**src/rtl/rvfi_trace_buffer_pkg.sv**
```systemverilog
// Shared types for the RVFI retire-trace buffer: the stored retire packet and
// the capture state.
package rvfi_trace_buffer_pkg;

    typedef struct packed {
        logic [31:0] order;
        logic [31:0] insn;
        logic [31:0] pc_rdata;
        logic [31:0] pc_wdata;
        logic [31:0] rd_wdata;
        logic [31:0] mem_addr;
        logic [4:0]  rd_addr;
        logic [3:0]  mem_wmask;
    } trace_pkt_t;

    typedef enum logic {
        TRACE_RUN    = 1'b0,
        TRACE_HALTED = 1'b1
    } trace_state_e;

    localparam int PKT_W = $bits(trace_pkt_t);

    // x0 writes are architecturally invisible, so the trace records them as zero.
    function automatic trace_pkt_t make_pkt(
        input logic [31:0] order,
        input logic [31:0] insn,
        input logic [31:0] pc_rdata,
        input logic [31:0] pc_wdata,
        input logic [31:0] rd_wdata,
        input logic [31:0] mem_addr,
        input logic [4:0]  rd_addr,
        input logic [3:0]  mem_wmask
    );
        trace_pkt_t p;
        p.order     = order;
        p.insn      = insn;
        p.pc_rdata  = pc_rdata;
        p.pc_wdata  = pc_wdata;
        p.rd_wdata  = (rd_addr == 5'd0) ? 32'd0 : rd_wdata;
        p.mem_addr  = mem_addr;
        p.rd_addr   = rd_addr;
        p.mem_wmask = mem_wmask;
        return p;
    endfunction

endpackage

```
**src/rtl/rvfi_trace_buffer_if.sv**
```systemverilog
// Retire-side and consumer-side signals of the trace buffer.
// in_valid is a one-cycle retire strobe with no back-pressure; the output side is
// valid/ready: a packet transfers on a rising edge where out_valid and out_ready are
// both 1, and out_* stays stable while out_valid=1 and out_ready=0.
interface rvfi_trace_buffer_if;
    logic        in_valid;
    logic [31:0] in_insn;
    logic [31:0] in_pc_rdata;
    logic [31:0] in_pc_wdata;
    logic [31:0] in_rd_wdata;
    logic [31:0] in_mem_addr;
    logic [4:0]  in_rd_addr;
    logic [3:0]  in_mem_wmask;
    logic        out_ready;
    logic        out_valid;
    logic [31:0] out_order;
    logic [31:0] out_insn;
    logic [31:0] out_pc_rdata;
    logic [31:0] out_pc_wdata;
    logic [31:0] out_rd_wdata;
    logic [31:0] out_mem_addr;
    logic [4:0]  out_rd_addr;
    logic [3:0]  out_mem_wmask;

    modport master (
        output in_valid, in_insn, in_pc_rdata, in_pc_wdata, in_rd_wdata,
               in_mem_addr, in_rd_addr, in_mem_wmask, out_ready,
        input  out_valid, out_order, out_insn, out_pc_rdata, out_pc_wdata,
               out_rd_wdata, out_mem_addr, out_rd_addr, out_mem_wmask
    );

    modport slave (
        input  in_valid, in_insn, in_pc_rdata, in_pc_wdata, in_rd_wdata,
               in_mem_addr, in_rd_addr, in_mem_wmask, out_ready,
        output out_valid, out_order, out_insn, out_pc_rdata, out_pc_wdata,
               out_rd_wdata, out_mem_addr, out_rd_addr, out_mem_wmask
    );
endinterface

```
**src/rtl/rvfi_trace_buffer_fifo_mem.sv**
```systemverilog
// Packet storage for the trace buffer: register array, one synchronous write
// port and one asynchronous read port.
module trace_fifo_mem
    import rvfi_trace_buffer_pkg::*;
#(
    parameter int DEPTH = 8
) (
    input  logic                     clk,
    input  logic                     we,
    input  logic [$clog2(DEPTH)-1:0] waddr,
    input  trace_pkt_t               wdata,
    input  logic [$clog2(DEPTH)-1:0] raddr,
    output trace_pkt_t               rdata
);
    trace_pkt_t mem [DEPTH];

    always_ff @(posedge clk) begin
        if (we) begin
            mem[waddr] <= wdata;
        end
    end

    assign rdata = mem[raddr];
endmodule

```
**src/rtl/rvfi_trace_buffer.sv**
```systemverilog
// RVFI retire-trace FIFO: stamps every retire with a sequence number, buffers
// accepted packets and counts the ones it has to drop.
module rvfi_trace_buffer
    import rvfi_trace_buffer_pkg::*;
#(
    parameter int DEPTH       = 8,
    parameter bit STOP_ON_OVF = 1'b0
) (
    input  logic                   clk,
    input  logic                   rst,
    rvfi_trace_buffer_if.slave     bus,
    input  logic                   clear_ovf,
    output logic [$clog2(DEPTH):0] level,
    output logic                   overflow,
    output logic [15:0]            drop_count,
    output trace_state_e           dbg_state
);
    localparam int AW = $clog2(DEPTH);

    logic [AW:0]  wr_ptr, rd_ptr;
    logic [31:0]  order_cnt;
    trace_state_e state, state_next;
    logic         full, empty, push, pop, drop;
    trace_pkt_t   wr_pkt, rd_pkt, head_pkt;

    assign empty = (wr_ptr == rd_ptr);
    assign full  = (wr_ptr[AW] != rd_ptr[AW]) && (wr_ptr[AW-1:0] == rd_ptr[AW-1:0]);
    assign pop   = !empty && bus.out_ready;
    // A full buffer still accepts when the head leaves on the same edge.
    assign push  = bus.in_valid && (state == TRACE_RUN) && (!full || pop);
    assign drop  = bus.in_valid && !push;

    assign wr_pkt = make_pkt(order_cnt, bus.in_insn, bus.in_pc_rdata, bus.in_pc_wdata,
                             bus.in_rd_wdata, bus.in_mem_addr, bus.in_rd_addr,
                             bus.in_mem_wmask);

    trace_fifo_mem #(.DEPTH(DEPTH)) u_mem (
        .clk   (clk),
        .we    (push),
        .waddr (wr_ptr[AW-1:0]),
        .wdata (wr_pkt),
        .raddr (rd_ptr[AW-1:0]),
        .rdata (rd_pkt)
    );

    always_ff @(posedge clk) begin
        if (rst) begin
            wr_ptr     <= '0;
            rd_ptr     <= '0;
            order_cnt  <= '0;
            overflow   <= 1'b0;
            drop_count <= '0;
        end else begin
            if (push) wr_ptr <= wr_ptr + (AW+1)'(1);
            if (pop) rd_ptr <= rd_ptr + (AW+1)'(1);
            if (bus.in_valid) order_cnt <= order_cnt + 32'd1;
            // A drop in the clearing cycle is counted as the first of a new run.
            if (clear_ovf) begin
                overflow   <= drop;
                drop_count <= {15'd0, drop};
            end else if (drop) begin
                overflow <= 1'b1;
                if (drop_count != 16'hFFFF) drop_count <= drop_count + 16'd1;
            end
        end
    end

    always_ff @(posedge clk) begin
        if (rst) state <= TRACE_RUN;
        else     state <= state_next;
    end

    always_comb begin
        state_next = state;
        case (state)
            TRACE_RUN:    if (drop && STOP_ON_OVF) state_next = TRACE_HALTED;
            TRACE_HALTED: if (clear_ovf && !drop) state_next = TRACE_RUN;
            default:      state_next = TRACE_RUN;
        endcase
    end

    assign head_pkt          = empty ? '0 : rd_pkt;
    assign bus.out_valid     = !empty;
    assign bus.out_order     = head_pkt.order;
    assign bus.out_insn      = head_pkt.insn;
    assign bus.out_pc_rdata  = head_pkt.pc_rdata;
    assign bus.out_pc_wdata  = head_pkt.pc_wdata;
    assign bus.out_rd_wdata  = head_pkt.rd_wdata;
    assign bus.out_mem_addr  = head_pkt.mem_addr;
    assign bus.out_rd_addr   = head_pkt.rd_addr;
    assign bus.out_mem_wmask = head_pkt.mem_wmask;

    assign level     = wr_ptr - rd_ptr;
    assign dbg_state = state;
endmodule
```
**src/flat_wrapper.sv**
```systemverilog
// flat-port wrapper written by rule: the top's interface ports become plain ports
module rvfi_trace_buffer_flat import rvfi_trace_buffer_pkg::*;
#(
    parameter int DEPTH       = 8,
    parameter bit STOP_ON_OVF = 1'b0
)
  (clk, rst, clear_ovf, level, overflow, drop_count, dbg_state, bus_in_valid, bus_in_insn, bus_in_pc_rdata, bus_in_pc_wdata, bus_in_rd_wdata, bus_in_mem_addr, bus_in_rd_addr, bus_in_mem_wmask, bus_out_ready, bus_out_valid, bus_out_order, bus_out_insn, bus_out_pc_rdata, bus_out_pc_wdata, bus_out_rd_wdata, bus_out_mem_addr, bus_out_rd_addr, bus_out_mem_wmask);
  rvfi_trace_buffer_if bus_i ();
  input  logic clk;
  input  logic rst;
  input  logic clear_ovf;
  output logic [$clog2(DEPTH):0] level;
  output logic overflow;
  output logic [15:0] drop_count;
  output trace_state_e dbg_state;
  input wire logic [$bits(bus_i.in_valid)-1:0] bus_in_valid;
  input wire logic [$bits(bus_i.in_insn)-1:0] bus_in_insn;
  input wire logic [$bits(bus_i.in_pc_rdata)-1:0] bus_in_pc_rdata;
  input wire logic [$bits(bus_i.in_pc_wdata)-1:0] bus_in_pc_wdata;
  input wire logic [$bits(bus_i.in_rd_wdata)-1:0] bus_in_rd_wdata;
  input wire logic [$bits(bus_i.in_mem_addr)-1:0] bus_in_mem_addr;
  input wire logic [$bits(bus_i.in_rd_addr)-1:0] bus_in_rd_addr;
  input wire logic [$bits(bus_i.in_mem_wmask)-1:0] bus_in_mem_wmask;
  input wire logic [$bits(bus_i.out_ready)-1:0] bus_out_ready;
  output wire logic [$bits(bus_i.out_valid)-1:0] bus_out_valid;
  output wire logic [$bits(bus_i.out_order)-1:0] bus_out_order;
  output wire logic [$bits(bus_i.out_insn)-1:0] bus_out_insn;
  output wire logic [$bits(bus_i.out_pc_rdata)-1:0] bus_out_pc_rdata;
  output wire logic [$bits(bus_i.out_pc_wdata)-1:0] bus_out_pc_wdata;
  output wire logic [$bits(bus_i.out_rd_wdata)-1:0] bus_out_rd_wdata;
  output wire logic [$bits(bus_i.out_mem_addr)-1:0] bus_out_mem_addr;
  output wire logic [$bits(bus_i.out_rd_addr)-1:0] bus_out_rd_addr;
  output wire logic [$bits(bus_i.out_mem_wmask)-1:0] bus_out_mem_wmask;
  assign bus_i.in_valid = bus_in_valid;
  assign bus_i.in_insn = bus_in_insn;
  assign bus_i.in_pc_rdata = bus_in_pc_rdata;
  assign bus_i.in_pc_wdata = bus_in_pc_wdata;
  assign bus_i.in_rd_wdata = bus_in_rd_wdata;
  assign bus_i.in_mem_addr = bus_in_mem_addr;
  assign bus_i.in_rd_addr = bus_in_rd_addr;
  assign bus_i.in_mem_wmask = bus_in_mem_wmask;
  assign bus_i.out_ready = bus_out_ready;
  assign bus_out_valid = bus_i.out_valid;
  assign bus_out_order = bus_i.out_order;
  assign bus_out_insn = bus_i.out_insn;
  assign bus_out_pc_rdata = bus_i.out_pc_rdata;
  assign bus_out_pc_wdata = bus_i.out_pc_wdata;
  assign bus_out_rd_wdata = bus_i.out_rd_wdata;
  assign bus_out_mem_addr = bus_i.out_mem_addr;
  assign bus_out_rd_addr = bus_i.out_rd_addr;
  assign bus_out_mem_wmask = bus_i.out_mem_wmask;
  rvfi_trace_buffer #(.DEPTH(DEPTH), .STOP_ON_OVF(STOP_ON_OVF)) u_core (.clk(clk), .rst(rst), .bus(bus_i), .clear_ovf(clear_ovf), .level(level), .overflow(overflow), .drop_count(drop_count), .dbg_state(dbg_state));
endmodule
```
**config.mk**
```make
export PLATFORM = sky130hd
export DESIGN_NAME = rvfi_trace_buffer_flat
export DESIGN_NICKNAME = d
export VERILOG_FILES = /design/src/rtl/rvfi_trace_buffer_pkg.sv /design/src/rtl/rvfi_trace_buffer_if.sv /design/src/rtl/rvfi_trace_buffer_fifo_mem.sv /design/src/rtl/rvfi_trace_buffer.sv /design/src/flat_wrapper.sv
export SDC_FILE = /design/constraint.sdc
export NUM_CORES = 1
export LEC_CHECK = 0
export ABC_AREA = 1
export ABC_CLOCK_PERIOD_IN_PS = 12850
export CORE_AREA = 2 2 562 341
export DETAILED_ROUTE_END_ITERATION = 16
export DIE_AREA = 0 0 564 343
export PLACE_DENSITY = 0.57
export SETUP_SLACK_MARGIN = 0.05
export SYNTH_ARGS = -nofsm -noshare
export SYNTH_HDL_FRONTEND = slang
export SYNTH_HIERARCHICAL = 1
export SYNTH_SLANG_ARGS = --single-unit
```
**constraint.sdc**
```tcl
create_clock -name clk -period 12.85 [get_ports clk]
set_input_delay 3.2125 -clock clk [delete_from_list [all_inputs] [get_ports clk]]
set_output_delay 3.2125 -clock clk [all_outputs]
set_load 0.02 [all_outputs]
```
## After elaboration in Yosys (flattened, before gate mapping)

Memories as Yosys holds them, arrays and structs flattened. A register that Yosys moved wholly into a read port is not among the register bits.
Cells that the tools add are included.

| storage, ports and cells | value |
|---|---|
| flip-flop bits (word level) | 58 |
| latch bits | 0 |
| RAM bits | 1,608 |
| ROM bits | 0 |
| output and inout bits | 224 |
| logic and storage cells | 48 |
| memories kept | 1 |

Memory list:

| memory | depth | bits a word | read ports | clocked after Yosys merged registers in | write ports | line | text |
|---|---|---|---|---|---|---|---|
| u_core.u_mem.mem | 8 | 201 | 1 | 1 | 1 | rvfi_trace_buffer_fifo_mem.sv:15 | `trace_pkt_t mem [DEPTH];` |

| cells by class | value |
|---|---|
| $add $sub $neg | 5 |
| $mul | 0 |
| div/mod/pow operators | 0 |
| magnitude comparators | 0 |
| equal/unequal tests | 4 |
| shift operators | 0 |
| muxes and demuxes | 12 |
| bitwise logic cells | 1 |
| reduce and logical (&&, ||, !) cells | 18 |

Operators with widths:

| operator | number |
|---|---|
| $mux 201 | 1 |
| $add 32x1->32 const B | 1 |
| $mux 32 | 1 |
| $add 16x1->16 const B | 1 |
| $ne 16x16->1 const B | 1 |
| $add 4x1->4 const B | 2 |
| $mux 1 | 8 |
| $logic_and 1x1->1 | 6 |
| $mux 3 | 2 |
| $logic_not 5->1 | 1 |
| $eq 4x4->1 | 1 |
| $logic_not 1->1 | 4 |
| $reduce_and 2->1 | 2 |
| $reduce_bool 2->1 | 2 |
| $reduce_or 2->1 | 2 |
| $sub 4x4->4 | 1 |
| $eq 3x3->1 | 1 |
| $logic_or 1x1->1 | 1 |
| $ne 1x1->1 | 1 |
| $not 1->1 | 1 |

## Depth between registers and ports, before layout

Gate-level depths: netlist (run 1).

| logic depth | value |
|---|---|
| depth after elaboration | 10 |
| gate-level depth with buffers | 11 |
| gate-level depth less buffers | 11 |

## Hierarchy

The synthesis (run 1) kept the hierarchy.

By module, submodules not included:

| module | instances | cells an instance | area an instance (µm²) | seq. area each (µm²) |
|---|---|---|---|---|
| trace_fifo_mem | 1 | 6,964 | 69,600.5 | 48,286.3 |
| rvfi_trace_buffer | 1 | 985 | 5,240.0 | 1,161.1 |

## Worst setup path after synthesis (run 1)

Ideal clock, no wire load.

| timing | value |
|---|---|
| path type | input to register |
| from | input port bus_in_valid |
| to | memory u_core/u_mem/mem[1][0] (netlist name) (enable) |
| setup time | 0.767 ns |
| data arrival time | 12.256 ns |
| slack | -0.173 ns |
| stages on the path | 7 |
| path buffers | 1 |
| cells stage by stage | buf_6 -> inv_2 -> nor2_1 -> nand2_4 -> inv_1 -> nand2_1 -> nor2_1 |

| between the ends | value |
|---|---|
| word-level cells in the longest chain between the ends | 4 |

RTL lines:

| what | line | text |
|---|---|---|
| start: declaration | flat_wrapper.sv:16 | `input wire logic [$bits(bus_i.in_valid)-1:0] bus_in_valid;` |
| $logic_and 1x1->1 (2 in series) | rvfi_trace_buffer.sv:30 | `assign push = bus.in_valid && (state == TRACE_RUN) && (!full \|\| pop);` |
| named net u_core.push | rvfi_trace_buffer.sv:23 | `logic full, empty, push, pop, drop;` |
| $mux 1 | rvfi_trace_buffer_fifo_mem.sv:18 | `if (we) begin` |
| $mux 1 (not written as such) | rvfi_trace_buffer_fifo_mem.sv:19 | `mem[waddr] <= wdata;` |
| end: declaration | rvfi_trace_buffer_fifo_mem.sv:15 |  |

The timed path passes the listed nets, and every way through them passes these cells.

## Final worst setup path (run 1)

| timing | value |
|---|---|
| from | register u_core.rd_ptr[1] |
| to | output port bus_out_pc_rdata[12] |

| between the ends | value |
|---|---|
| word-level cells in the longest chain between the ends | 2 |

RTL lines:

| what | line | text |
|---|---|---|
| start: declaration | rvfi_trace_buffer.sv:20 | `logic [AW:0] wr_ptr, rd_ptr;` |
| start signal: assignment | rvfi_trace_buffer.sv:55 | `if (pop) rd_ptr <= rd_ptr + (AW+1)'(1);` |
| $eq 4x4->1 | rvfi_trace_buffer.sv:26 | `assign empty = (wr_ptr == rd_ptr);` |
| $mux 201 | rvfi_trace_buffer.sv:82 | `assign head_pkt = empty ? '0 : rd_pkt;` |
| end: declaration | flat_wrapper.sv:28 | `output wire logic [$bits(bus_i.out_pc_rdata)-1:0] bus_out_pc_rdata;` |

Every way passes these cells.

==> impl_metrics.tcl, run 1 <==
set metrics [dict create \
    wl_mm 195 \
    tightest_slew_ns 1.27 \
    setup_viol 0 \
    synth_top_area_share_pct 64.5 \
    die_h_um 343 \
    drc 0 \
    io_pins 398 \
    drt_iter0_drc 4294 \
    cap_violations 0 \
    final_cell_mix "2780 x nand2_1, 1911 x inv_1, 1608 x edfxtp_1, 831 x nand3_1, 397 x clkdlybuf4s50_1" \
    crit_type "flop to output port" \
    r2r-start "u_core/rd_ptr[1]" \
    whs_ns 0.482 \
    drt-pass1-iter-count 8 \
    syn_nets 8131 \
    yosysTopAreaCell "edfxtp_1" \
    grt_overflow 0 \
    dp_hpwl_mm 103 \
    clk_pin_slew_ns 0.07 \
    ys_async_sr_fraction_pct 0 \
    cts_tree "done" \
    seq_area_um2 49500 \
    yosysSeqAreaShare_pct 66.1 \
    grt_max_degree 202 \
    ys_types 36 \
    hold_viol_final 0 \
    grt_pass1_vias 47600 \
    portBuffers 397 \
    ff2ff_path_depth 11 \
    core_area_um2 189000 \
    busiest_layer "met2" \
    syn_inst 7949 \
    clock_path_buffers 4 \
    period_share_pct 66.3 \
    fmax_mhz 117 \
    drive_above_1_share_pct 3.83 \
    die_area_um2 193000 \
    crit_required_ns 9.64 \
    cts_hold_buf 0 \
    htree_levels 4 \
    area_delta_synth_final_pct 15.2 \
    leakage_nw 39.1 \
    hp-class "flop to flop" \
    cts-resized-gates 0 \
    die_w_um 564 \
    r2r-end "u_core/u_mem/mem[1][111]" \
    cp.arrival_ns 5.30 \
    place_ws_ns 5.17 \
    run_status "finished clean" \
    worst_setup_path_end_kind "output port" \
    synth_warnings 6 \
    slew_headroom_pct 15.6 \
    use_met1_pct 28.8 \
    place_area_um2 81100 \
    antenna_found_initial 18 \
    maxSlewViolCount 0 \
    fin_skew_ns 0.0448 \
    netlist_area_um2 74800 \
    row_count 124 \
    grtUsageTotal_pct 19.9 \
    fillers 17800 \
    whs_path_depth 1 \
    avgRoutedWirePerCell_um 17.9 \
    cts-root-buf "clkbuf_16" \
    final_common_cell "nand2_1" \
    min_from "u_core/overflow" \
    finalNetCount 8411 \
    design_area_um2 86200 \
    rsz0062_at_grt "false" \
    gr-usage-met3_pct 2.83 \
    post_cts_buffers 0 \
    hold_path_end "u_core/overflow" \
    multi_input_area_um2 16700 \
    finalCriticalPeriod_ns 8.51 \
    grtUsageMet2_pct 31.6 \
    clock-sinks 1666 \
    startpoint_type "flop" \
    synthTopCellsByArea "edfxtp_1 65%, nand2_1 14%, inv_1 9.6%" \
    clkLatencyLatePin_ns 0.80 \
    place.gp.congestion 0.798 \
    syn_area_per_cell_um2 9.42 \
    cts_inserted_buffers 169 \
    critical_path_peak_fanout 152 \
    instances_no_fill 10900 \
    initial_core_util_pct 39.7 \
    worst_slack_ns 4.34 \
    worst_ir_drop_vdd_mv 0.103 \
    synth-main-ff-cell "edfxtp_1" \
    via_count 50400 \
    rrSetupSlack_ns 8.16 \
    dp_cells 10600 \
    via_per_inst 4.64 \
    p_per_area_nw_per_um2 160 \
    synth_edf_count 1608 \
    ant_nets 0 \
    ys_seq_elements 1666 \
    grt_pass1_wl_mm 295 \
]
==> sequential cells by signal (all words and copies together) (netlist names) <==
| name | cells |
|---|---|
| u_core/u_mem/mem | 1608 |
| u_core/order_cnt | 32 |
| u_core/drop_count | 16 |
| u_core/rd_ptr | 4 |
| u_core/wr_ptr | 4 |
| u_core/dbg_state | 1 |
| u_core/overflow | 1 |
==> worst max-delay path by stage <==
| stage | from | endpoint | slack, ns | cells past startpoint |
|---|---|---|---|---|
| 2_1_floorplan | bus_in_valid | u_core/u_mem/mem[1][0] | -0.17 | 7 |
| 3_3_place_gp | u_core/rd_ptr[1] | bus_out_pc_rdata[14] | 5.17 | 10 |
| 3_5_place_dp | u_core/rd_ptr[1] | bus_out_pc_rdata[14] | 5.17 | 10 |
| 4_1_cts | u_core/rd_ptr[1] | bus_out_pc_rdata[14] | 4.28 | 10 |
| 5_1_grt | u_core/rd_ptr[0] | bus_out_mem_addr[14] | 4.05 | 11 |
| 6_report | u_core/rd_ptr[1] | bus_out_pc_rdata[12] | 4.34 | 10 |
==> report_power, final <==
part	switching [mW]	internal (mW)
sequential	0.0520	6.08
combinational	1.97	0.977
clock	2.05	2.68
==> metrics by stage <==
| step | TNS, ns | util (%) | power, mW |
|---|---|---|---|
| floorplan | -261.73 | - | 8.06 |
| finish | 0 | 45.7 | 13.8 |
| detailed placement | 0 | 43.0 | 9.23 |
| global placement | 0 | 43.0 | 9.22 |
| CTS | 0 | 45.7 | 14.0 |
| global route | 0 | 45.7 | 14.4 |
==> cell usage after synthesis (4+ instances only) <==
library cell	number
edfxtp_1	1608
a21oi_1	36
ha_1	7
clkbuf_1	142
xnor2_1	8
nand2_1	2780
dfxtp_1	58
o21ai_0	15
nand3_1	831
nor2_1	270
nor2_4	7
buf_4	23
buf_1	22
nand4_1	9
buf_2	154
nand2_2	6
inv_1	1913
nand3_2	4
nor3b_1	4
xor2_1	11
nor2_2	5
nor3_1	12
==> critical path: stages, from the launching register on <==
cell	delay, ns
dfxtp_4	0.79
buf_4	0.72
buf_12	0.78
buf_4	0.77
nand3_1	0.15
nand2_1	0.11
nand2_1	0.05
nand2_1	0.11
inv_1	0.05
nor2_1	0.12
clkdlybuf4s50_1	0.67
==> cells by family after synthesis <==
| family | after synthesis | share of synthesized area [%] |
|---|---|---|
| adders and majority gates | 8 | 0.144 |
| buffers and inverters | 2263 | 11.8 |
| xor gates and xnor gates | 19 | 0.222 |
| AOI/OAI and AO/OA | 56 | 0.390 |
| and+or+nand+nor | 3937 | 21.4 |
| DFF | 1666 | 66.1 |
==> cell type report <==
class,instances,share of cell area (%)
Clock buffer,213,5.23
Antenna cell,6,0.0174
Inverter,1919,8.39
Clock inverter,80,0.757
Tap cell,2520,3.66
Multi-Input combinational cell,4020,19.3
Timing Repair Buffer,453,5.30
Sequential cell,1666,57.3
==> layer usage <==
metal  wire length, um  share of wire, %
met1             91500                47
met3             10800               5.5
met2             88800                46
met4              3590               1.8
met5               103             0.053
Power figures use the tool's default switching activity.
==> run 2, diff against run 1 <==
--- a/config.mk
+++ b/config.mk
@@ -6,11 +6,11 @@
 export NUM_CORES = 1
 export LEC_CHECK = 0
 export ABC_AREA = 1
-export ABC_CLOCK_PERIOD_IN_PS = 12850
+export ABC_CLOCK_PERIOD_IN_PS = 8770
 export CORE_AREA = 2 2 562 341
 export DETAILED_ROUTE_END_ITERATION = 16
 export DIE_AREA = 0 0 564 343
-export PLACE_DENSITY = 0.57
+export PLACE_DENSITY = 0.55
 export SETUP_SLACK_MARGIN = 0.05
 export SYNTH_ARGS = -nofsm -noshare
 export SYNTH_HDL_FRONTEND = slang
==> constraint.sdc (replaced) <==
create_clock -name clk -period 8.77 [get_ports clk]
set_input_delay 2.1925 -clock clk [delete_from_list [all_inputs] [get_ports clk]]
set_output_delay 2.1925 -clock clk [all_outputs]
set_load 0.02 [all_outputs]
==> impl_metrics.tcl, run 2 (synthesized netlist as in run 1, its figures left out) <==
set metrics [dict create \
    run_status "finished clean" \
    fin_skew_ns 0.0343 \
    clk_pin_slew_ns 0.07 \
    final_util_pct 45.8 \
    avgRoutedWirePerCell_um 18.0 \
    rrSetupSlack_ns 4.62 \
    top_regs "u_core/u_mem/mem: 1608 flops, u_core/order_cnt: 32 flops, u_core/drop_count: 16 flops" \
    die_h_um 343 \
    largest_reg_flops 1608 \
    grtUsageTotal_pct 20.0 \
    via_count 50200 \
    die_area_um2 193000 \
    worst_setup_path_end_kind "output port" \
    drt-pass1-iter-count 6 \
    p_per_area_nw_per_um2 234 \
    endpoint "bus_out_pc_wdata[30]" \
    top_register "u_core/u_mem/mem" \
    r2r-start "u_core/rd_ptr[1]" \
    cp.arrival_ns 4.54 \
    critical_path_peak_fanout 190 \
    cap_violations 0 \
    cts_tree "done" \
    core_area_um2 189000 \
    grt_pass1_wl_mm 296 \
    drive_above_1_share_pct 3.81 \
    row_count 124 \
    cts_hold_buf 0 \
    hold_viol_final 0 \
    place.gp.congestion 0.777 \
    drc 0 \
    cts_inserted_buffers 170 \
    startpoint_type "flop" \
    instances_no_fill 10900 \
    dp_cells 10600 \
    cts-resized-gates 0 \
    ff2ff_path_depth 11 \
    leakage_nw 39.1 \
    clock-sinks 1666 \
    die_w_um 564 \
    place_ws_ns 2.79 \
    design_area_um2 86300 \
    grt_pass1_vias 47600 \
    grt_max_degree 196 \
    maxSlewViolCount 0 \
    place_area_um2 81200 \
    final_common_cell "nand2_1" \
    wl_mm 196 \
    crit_required_ns 6.58 \
    drt_iter0_drc 3739 \
    rsz0062_at_grt "false" \
    clock_path_buffers 4 \
    area_delta_synth_final_pct 15.4 \
    crit_start "u_core/rd_ptr[0]" \
    fmax_mhz 149 \
    tightest_slew_ns 1.27 \
    io_pins 398 \
    portBuffers 397 \
    htree_levels 4 \
    via_per_inst 4.62 \
    finalCriticalPeriod_ns 6.73 \
    clkLatencyLatePin_ns 0.81 \
    ant_nets 0 \
    initial_core_util_pct 39.7 \
    worst_slack_ns 2.04 \
    r2r-end "u_core/u_mem/mem[0][177]" \
    final_cell_mix "2780 x nand2_1, 1911 x inv_1, 1608 x edfxtp_1, 831 x nand3_1, 397 x clkdlybuf4s50_1" \
    setup_viol 0 \
    antenna_found_initial 26 \
    finalNetCount 8412 \
    grt_overflow 0 \
    dp_hpwl_mm 104 \
    worst_ir_drop_vdd_mv 0.142 \
    slew_headroom_pct 15.5 \
    hp-class "flop to flop" \
    period_share_pct 76.8 \
    post_cts_buffers 0 \
    crit_type "flop to output port" \
    cts-root-buf "clkbuf_16" \
]
run 2: cell types whose count changed in the layout (fill, tap and decap cells not counted), sizes merged:
cell,before,now
inv,1920,1923
clkinvlp,4,2
clkinv,65,61
diode,6,12
run 2: final cells by class:
| class | count | area (um2) |
|---|---|---|
| fill | 17800 | 102000 |
| antenna | 12 | 30.0 |
| sequential | 1666 | 49500 |
| tap | 2520 | 3150 |
| multi-input combinational | 4020 | 16700 |
| clock buffer | 213 | 4490 |
| clock inverter | 77 | 624 |
| timing repair buffer | 453 | 4690 |
| inverter | 1919 | 7240 |
run 2: worst min path at each step:
stage / startpoint / to / slack [ns] / cells after the start
2_1_floorplan: u_core/wr_ptr[3] / u_core/wr_ptr[3] / 0.46 / 2
3_3_place_gp: u_core/overflow / u_core/overflow / 0.45 / 1
3_5_place_dp: u_core/overflow / u_core/overflow / 0.45 / 1
4_1_cts: u_core/overflow / u_core/overflow / 0.48 / 1
5_1_grt: u_core/overflow / u_core/overflow / 0.50 / 1
6_report: u_core/overflow / u_core/overflow / 0.47 / 1
run 2: per-stage QoR:
stage / setup TNS (ns) / hold WS, ns / power (mW)
after global placement: 0 / 0.454 / 13.5
after detailed placement: 0 / 0.454 / 13.5
after CTS: 0 / 0.475 / 20.5
final: 0 / 0.471 / 20.2
after floorplan: -5182.21 / 0.458 / 11.8
after global routing: 0 / 0.502 / 21.2
run 2: per-layer routing:
layer	vias up	part of all wire [%]	routed length (um)	global-route usage, %
li1	24900	-	-	-
met1	23900	47	91600	28.4
met2	1114	46	89600	32.0
met3	252	5.3	10300	3.28
met4	22	2.2	4270	5.33
met5	-	0.067	132	0
run 2: worst max-delay path, stage by stage, from the launching register on:
cell and delay (ns):
dfxtp_4 0.71, buf_4 0.78, buf_12 0.70, nand2_1 0.12, nand3_1 0.12, nand2_1 0.13
nand2_1 0.08, nand2_1 0.07, inv_1 0.11, nor2_1 0.06, clkdlybuf4s50_1 0.57
run 2: report_power, final:
part / leakage, nW / internal [mW] / total (mW) / switching (mW)
registers: 15.0 / 8.91 / 8.99 / 0.0771
logic: 21.6 / 1.44 / 4.32 / 2.88
clock network: 2.50 / 3.91 / 6.91 / 3.01
